[src/rtl/rfarb_pkg.sv]
// ---------------------------------------------------------------------------
// rfarb_pkg
// Shared definitions for the register-file arbiter:
//   - rfarb_state_e : access sequencer states
//   - ID_A / ID_B   : requester identifiers (A = CPU, B = debug/IO)
//   - DW_DEF / AW_DEF / NUM_REGS_DEF : default data width, address width and
//     number of implemented register-file entries
// ---------------------------------------------------------------------------
package rfarb_pkg;

    localparam int DW_DEF       = 8;
    localparam int AW_DEF       = 8;
    localparam int NUM_REGS_DEF = 32;

    localparam logic ID_A = 1'b0;
    localparam logic ID_B = 1'b1;

    typedef enum logic [1:0] {
        IDLE    = 2'd0,
        ISSUE   = 2'd1,
        CAPTURE = 2'd2,
        DONE    = 2'd3
    } rfarb_state_e;

endpackage

[src/rtl/rr_arbiter2.sv]
// ---------------------------------------------------------------------------
// rr_arbiter2
// Two-way arbiter producing a one-hot (or zero) grant vector.
// Configuration macro: RF_ARB_ROUND_ROBIN_EN
//   defined : round-robin; on a tie the requester not granted last wins.
//             The priority pointer moves only when 'advance' is high.
//   absent  : fixed priority, req[0] always beats req[1]; no state at all.
// Ports:
//   clk, reset : clock / synchronous active-high reset (round-robin only)
//   advance    : a grant from gnt is being taken this cycle (round-robin only)
//   req[1:0]   : request vector (bit 0 = A, bit 1 = B)
//   gnt[1:0]   : grant vector, combinational from req and the pointer
// ---------------------------------------------------------------------------
module rr_arbiter2 (
`ifdef RF_ARB_ROUND_ROBIN_EN
    input  logic       clk,
    input  logic       reset,
    input  logic       advance,
`endif
    input  logic [1:0] req,
    output logic [1:0] gnt
);

`ifdef RF_ARB_ROUND_ROBIN_EN
    // prio_b = 1 means B wins the next tie. Reset favours A.
    logic prio_b;

    always_ff @(posedge clk) begin
        if (reset) begin
            prio_b <= 1'b0;
        end else if (advance) begin
            // Whoever wins now yields the next tie to the other side.
            prio_b <= gnt[0];
        end
    end

    always_comb begin
        gnt    = 2'b00;
        gnt[0] = req[0] & (~req[1] | ~prio_b);
        gnt[1] = req[1] & (~req[0] |  prio_b);
    end
`else
    always_comb begin
        gnt    = 2'b00;
        gnt[0] = req[0];
        gnt[1] = req[1] & ~req[0];
    end
`endif

endmodule

[src/rtl/regfile_arbiter.sv]
// ---------------------------------------------------------------------------
// regfile_arbiter
// Arbitrates two requesters (A = CPU, B = debug/IO) onto one single-port
// register file. Exactly one access is in flight; every access (read, write
// or out-of-range) walks IDLE -> ISSUE -> CAPTURE -> DONE, so done appears
// three cycles after the grant cycle.
// Configuration macro: RF_ARB_ROUND_ROBIN_EN (round-robin tie break when
// defined, fixed priority A over B otherwise).
//
// Handshake: a requester raises x_req with x_we/x_addr/x_wdata valid. x_grant
// is high for one cycle (the IDLE cycle) when the request is taken; the fields
// are sampled on the edge that ends that cycle and may change afterwards.
// x_done pulses for one cycle when the access completes; x_err and rdata are
// valid in that same cycle. A req still high after done is arbitrated anew.
//
// Ports:
//   clk, reset            : clock, synchronous active-high reset
//   a_/b_req, we, addr, wdata : requester inputs
//   a_/b_grant, done, err : requester outputs (one-cycle pulses)
//   rdata                 : read result, holds until the next read capture
//   rf_address, rf_data_in, rf_enable : registered register-file controls
//   rf_data_out           : register-file read data (one posedge latency)
//   dbg_state             : current sequencer state
// ---------------------------------------------------------------------------
module regfile_arbiter
    import rfarb_pkg::*;
#(
    parameter int DW       = DW_DEF,
    parameter int AW       = AW_DEF,
    parameter int NUM_REGS = NUM_REGS_DEF
) (
    input  logic          clk,
    input  logic          reset,
    input  logic          a_req,
    input  logic          a_we,
    input  logic [AW-1:0] a_addr,
    input  logic [DW-1:0] a_wdata,
    input  logic          b_req,
    input  logic          b_we,
    input  logic [AW-1:0] b_addr,
    input  logic [DW-1:0] b_wdata,
    output logic          a_grant,
    output logic          b_grant,
    output logic          a_done,
    output logic          b_done,
    output logic          a_err,
    output logic          b_err,
    output logic [DW-1:0] rdata,
    output logic [AW-1:0] rf_address,
    output logic [DW-1:0] rf_data_in,
    output logic          rf_enable,
    input  logic [DW-1:0] rf_data_out,
    output rfarb_state_e  dbg_state
);

    // One extra bit so NUM_REGS == 2**AW still compares correctly.
    localparam logic [AW:0] NUM_REGS_W = (AW+1)'(NUM_REGS);

    rfarb_state_e state_q;
    rfarb_state_e state_d;

    logic          id_q;
    logic          we_q;
    logic          err_q;

    logic [1:0]    arb_gnt;
    logic          grant_fire;
    logic          win_id;
    logic          win_we;
    logic [AW-1:0] win_addr;
    logic [DW-1:0] win_wdata;
    logic          win_in_range;

    assign grant_fire = (state_q == IDLE) && (a_req || b_req) && !reset;

    rr_arbiter2 u_arb (
`ifdef RF_ARB_ROUND_ROBIN_EN
        .clk     (clk),
        .reset   (reset),
        .advance (grant_fire),
`endif
        .req     ({b_req, a_req}),
        .gnt     (arb_gnt)
    );

    // Winner's request fields, muxed once so the latch logic below is shared.
    always_comb begin
        win_id       = arb_gnt[1] ? ID_B : ID_A;
        win_we       = arb_gnt[1] ? b_we    : a_we;
        win_addr     = arb_gnt[1] ? b_addr  : a_addr;
        win_wdata    = arb_gnt[1] ? b_wdata : a_wdata;
        win_in_range = ({1'b0, win_addr} < NUM_REGS_W);
    end

    always_comb begin
        state_d = state_q;
        case (state_q)
            IDLE:    if (grant_fire) state_d = ISSUE;
            ISSUE:   state_d = CAPTURE;
            CAPTURE: state_d = DONE;
            DONE:    state_d = IDLE;
            default: state_d = IDLE;
        endcase
    end

    always_ff @(posedge clk) begin
        if (reset) begin
            state_q    <= IDLE;
            id_q       <= ID_A;
            we_q       <= 1'b0;
            err_q      <= 1'b0;
            rf_address <= '0;
            rf_data_in <= '0;
            rf_enable  <= 1'b0;
            rdata      <= '0;
        end else begin
            state_q <= state_d;

            // rf_enable is set only on the IDLE->ISSUE edge, so it is high
            // for exactly the ISSUE cycle and cleared on the next edge.
            rf_enable <= grant_fire && win_we && win_in_range;

            if (grant_fire) begin
                id_q  <= win_id;
                we_q  <= win_we;
                err_q <= !win_in_range;
                // Out-of-range accesses leave the register-file bus untouched.
                if (win_in_range) begin
                    rf_address <= win_addr;
                    rf_data_in <= win_wdata;
                end
            end

            // rf_data_out reflects rf_address (set entering ISSUE) during
            // CAPTURE; take it on the edge that leaves CAPTURE.
            if ((state_q == CAPTURE) && !we_q && !err_q) begin
                rdata <= rf_data_out;
            end
        end
    end

    always_comb begin
        a_grant   = grant_fire && arb_gnt[0];
        b_grant   = grant_fire && arb_gnt[1];
        a_done    = (state_q == DONE) && (id_q == ID_A);
        b_done    = (state_q == DONE) && (id_q == ID_B);
        a_err     = a_done && err_q;
        b_err     = b_done && err_q;
        dbg_state = state_q;
    end

endmodule

[config.mk]
export PLATFORM = sky130hd
export DESIGN_NAME = regfile_arbiter
export DESIGN_NICKNAME = d
export VERILOG_FILES = /design/src/rtl/rfarb_pkg.sv /design/src/rtl/rr_arbiter2.sv /design/src/rtl/regfile_arbiter.sv
export SDC_FILE = /design/constraint.sdc
export NUM_CORES = 1
export LEC_CHECK = 0
export CAP_MARGIN = 20
export CORE_ASPECT_RATIO = 0.7
export CORE_MARGIN = 2
export CORE_UTILIZATION = 39
export DETAILED_ROUTE_END_ITERATION = 8
export PLACE_DENSITY = 0.95
export SETUP_SLACK_MARGIN = 0.4
export SLEW_MARGIN = 10
export SYNTH_ARGS = -nofsm -noshare
export SYNTH_HDL_FRONTEND = slang
export SYNTH_SLANG_ARGS = --single-unit
[constraint.sdc]
create_clock -name clk -period 2.75 [get_ports clk]
set_clock_uncertainty 0.05 [all_clocks]
set_input_delay 0.4125 -clock clk [delete_from_list [all_inputs] [get_ports clk]]
set_output_delay 0.4125 -clock clk [all_outputs]
set_load 0.02 [all_outputs]
==> run metrics <==
Final Max Slew Viols 0; overall die width just over 70 um; adder and majority cell fraction of the synthesized area around 2.9%; overall fraction of global-route tracks in use between 10% and 20%; type of element capturing the critical path output pin; cells resized by post-CTS repair 3; half-perimeter wire length of the detailed placement result between 2000 and 2500 um; Yosys Warn Count 0; number of setup buffers added after CTS 0; global route overflow 0; required time of the critical path ~2.3 ns; worst flop-to-flop path endpoint rf_data_in[4]; Synth Area in Simple Gates between 10% and 20%; critical path's largest stage delay between 0.4 and 0.5 ns; clock slew seen by the registers of the worst setup and hold paths ~0.06 ns; Layout Cell Area excl Fill approximately 2200 sq um; syn avg cell area roughly 10 sq um; type of the worst min-delay path reg -> reg; most common cell after layout, fill and taps aside clkdlybuf4s50_1; worst-case register-to-register setup slack approximately 1.1 ns; RSZ-0062 raised after global routing false; largest net degree at the start of global routing 18; final period utilization roughly four fifths; clock period minus worst slack 2.174 ns; most frequent cells in the layout clkdlybuf4s50_1, dfxtp_1, mux2i_1; Crit Reg-Reg Startpoint dbg_state[0]; compound-cell area share of the yosys netlist roughly 14%; initial antenna violation count 0; number of H-tree levels 2; Critical Path Fanout Max 3; standard-cell row count 17; average wire per standard cell 12.98 um; distinct cell type count of the synthesized netlist 25; DRC violations left 0; post-synthesis share of cell area spent on xor and xnor gates 0%; Final GP Congestion between 0.7 and 0.8; Post-Syn Nets between 150 and 200; total clock buffers created by CTS 5; length in cells of the worst reg-to-reg path 6; overall via count from detail_route 1186; worst setup slack before clock tree synthesis roughly 0.3 ns; final wirelength 3166 um; slew of the pin with the lowest slew margin 0.4822 ns; insertion delay of the later-clocked pin in the worst-skew pair approximately 0.27 ns; ANT cells 0; gate count of the mapped netlist 122; vias in the first global route approximately 1200; sort of element at the start of the critical path primary input; I/O pin cnt between 70 and 80; number of register bits inferred by synthesis 30; portion of synthesized cell area occupied by the leading cell type 46.97%; buffer depth of the longest clock path 2; Hold-fix buffers, CTS 0; post-route setup slack between 0.5 and 0.6 ns; worst hold path depth 1; net count reported at finish between 200 and 300; Worst path slowest cell clkdlybuf4s50_1; main combinational cell family by area after synthesis multiplexers; standby leakage power between 0.8 and 0.9 nW; vertical die dimension 51.91 um; mapped cell area between 1000 and 1500 sq um; Detailed Route Iter0 Violations 48; number of failing setup endpoints in the final timing report 0; synth top area cells dfxtp_1, mux2i_1, o2bb2ai_1; effective utilization at floorplan 40.62%; max frequency 0.4599 GHz; area overhead of the layout relative to synthesis 71.04%; remaining antenna violation count after routing 0; outcome finished, final reports clean; peak supply drop around 300 uV; cell accounting for the most synthesized area dfxtp_1; share of synthesized area spent on multiplexers between 10% and 20%; hold_sp rf_address[6]; clock sink count 30; clock root buffer master clkbuf_8; port buffer count a little under 80; total power density per cell area 637.3 nW/um^2; arrival time worst endpoint between 1.5 and 2 ns; core box area 3148 sq um; via density per instance around 4.9; total negative slack 0 ns; global-route wire length before repair 5616 um; sequential share of the synthesized area a little under half; TritonCTS clock tree yes; capture endpoint of the worst hold path rf_address[6]; start-to-end type of the worst setup path in -> out; MaxCap Viol Count 0; Die Footprint ~3800 sq um; cells traversed along the worst timing path clkdlybuf4s50_1 > o21ai_1 > nor2_1 > and2_1 > dlygate4sd2_1; endpoints failing hold 0; share of final-layout standard cells stronger than drive strength 1 7.282%; cell area after placement about 2100 sq um; detailed-routing iteration count for the pre-antenna-repair pass 4; relative max-transition margin slightly below 70%
==> cell type report <==
cell class	count	area (sq um)
Clock buffer	7	86.33
Clock inverter	1	5.005
Tap cell	38	47.55
Timing Repair Buffer	82	808.3
Inverter	2	7.507
Sequential cell	30	600.6
Multi-Input combinational cell	84	631.9
Fill cell	261	960.9
==> registers in the layout, indices dropped and copies added (netlist names) <==
name and cells:
rf_enable 1, err_q 1, id_q 1, dbg_state 2, rf_address 8, rf_data_in 8, we_q 1, rdata 8
==> synth_stat cells <==
| library cell | instances |
|---|---|
| nand3_1 | 2 |
| a311oi_1 | 1 |
| clkbuf_1 | 1 |
| buf_2 | 3 |
| inv_1 | 2 |
| mux2_4 | 1 |
| nor2b_1 | 2 |
| a21oi_4 | 1 |
| a21oi_1 | 2 |
| buf_6 | 2 |
| nor3b_1 | 1 |
| o21ai_0 | 2 |
| o2bb2ai_1 | 13 |
| nor2_1 | 14 |
| nand2b_4 | 1 |
| dfxtp_1 | 30 |
| and2_1 | 6 |
| nor3_1 | 3 |
| nand2_1 | 6 |
| and3_1 | 1 |
| mux2i_1 | 22 |
| o21ai_1 | 1 |
| a211oi_1 | 1 |
| ha_1 | 3 |
| o21a_1 | 1 |
==> how the worst max path moves through the flow <==
stage / slack, ns / depth (start not counted) / from / to
4_1_cts: 0.57 / 5 / b_req / a_grant
3_5_place_dp: 0.30 / 5 / b_req / a_grant
2_1_floorplan: 0.85 / 4 / dbg_state[0] / b_grant
3_3_place_gp: 0.34 / 5 / b_req / a_grant
6_report: 0.58 / 5 / b_req / a_grant
5_1_grt: 0.43 / 6 / dbg_state[0] / a_grant
==> through the flow <==
stage / cells / utilization (%) / total power, mW / hold WS [ns]
detailed placement: 236 / 66.57 / 1.041 / 0.3931
CTS: 244 / 69.48 / 1.400 / 0.4159
global route: 244 / 69.48 / 1.487 / 0.4329
floorplan: 122 / - / 0.8180 / 0.4231
global placement: 236 / 66.57 / 1.028 / 0.3940
finish: 244 / 69.48 / 1.394 / 0.4103
==> layer usage <==
| layer | GRT usage [%] | vias up | share of wire, % |
|---|---|---|---|
| met5 | 0 | - | 0 |
| met4 | 4.630 | 0 | 0.22 |
| met3 | 8.527 | 2 | 7.6 |
| met2 | 30.28 | 49 | 44 |
| met1 | 25.42 | 537 | 48 |
| li1 | - | 598 | - |
==> worst max-delay path, delay by kind of cell <==
family / cells / cell delay, ns
buf+inv: 2 / 0.79
simple gates: 2 / 0.26
compound gates: 1 / 0.25
==> report_power, final <==
group          internal, mW  switching, mW
clock                 0.201          0.153
combinational         0.261          0.246
sequential            0.492         0.0411
total                 0.954          0.440
==> logic make-up (layout without fill, tap and decap cells) <==
group	Yosys count	after routing
muxes	23	23
AOI/OAI and AO/OA	22	22
adders and majority gates	3	3
and+or+nand+nor	36	36
buffers and inverters	8	92
DFF	30	30
(Power assumes the default switching activity.)
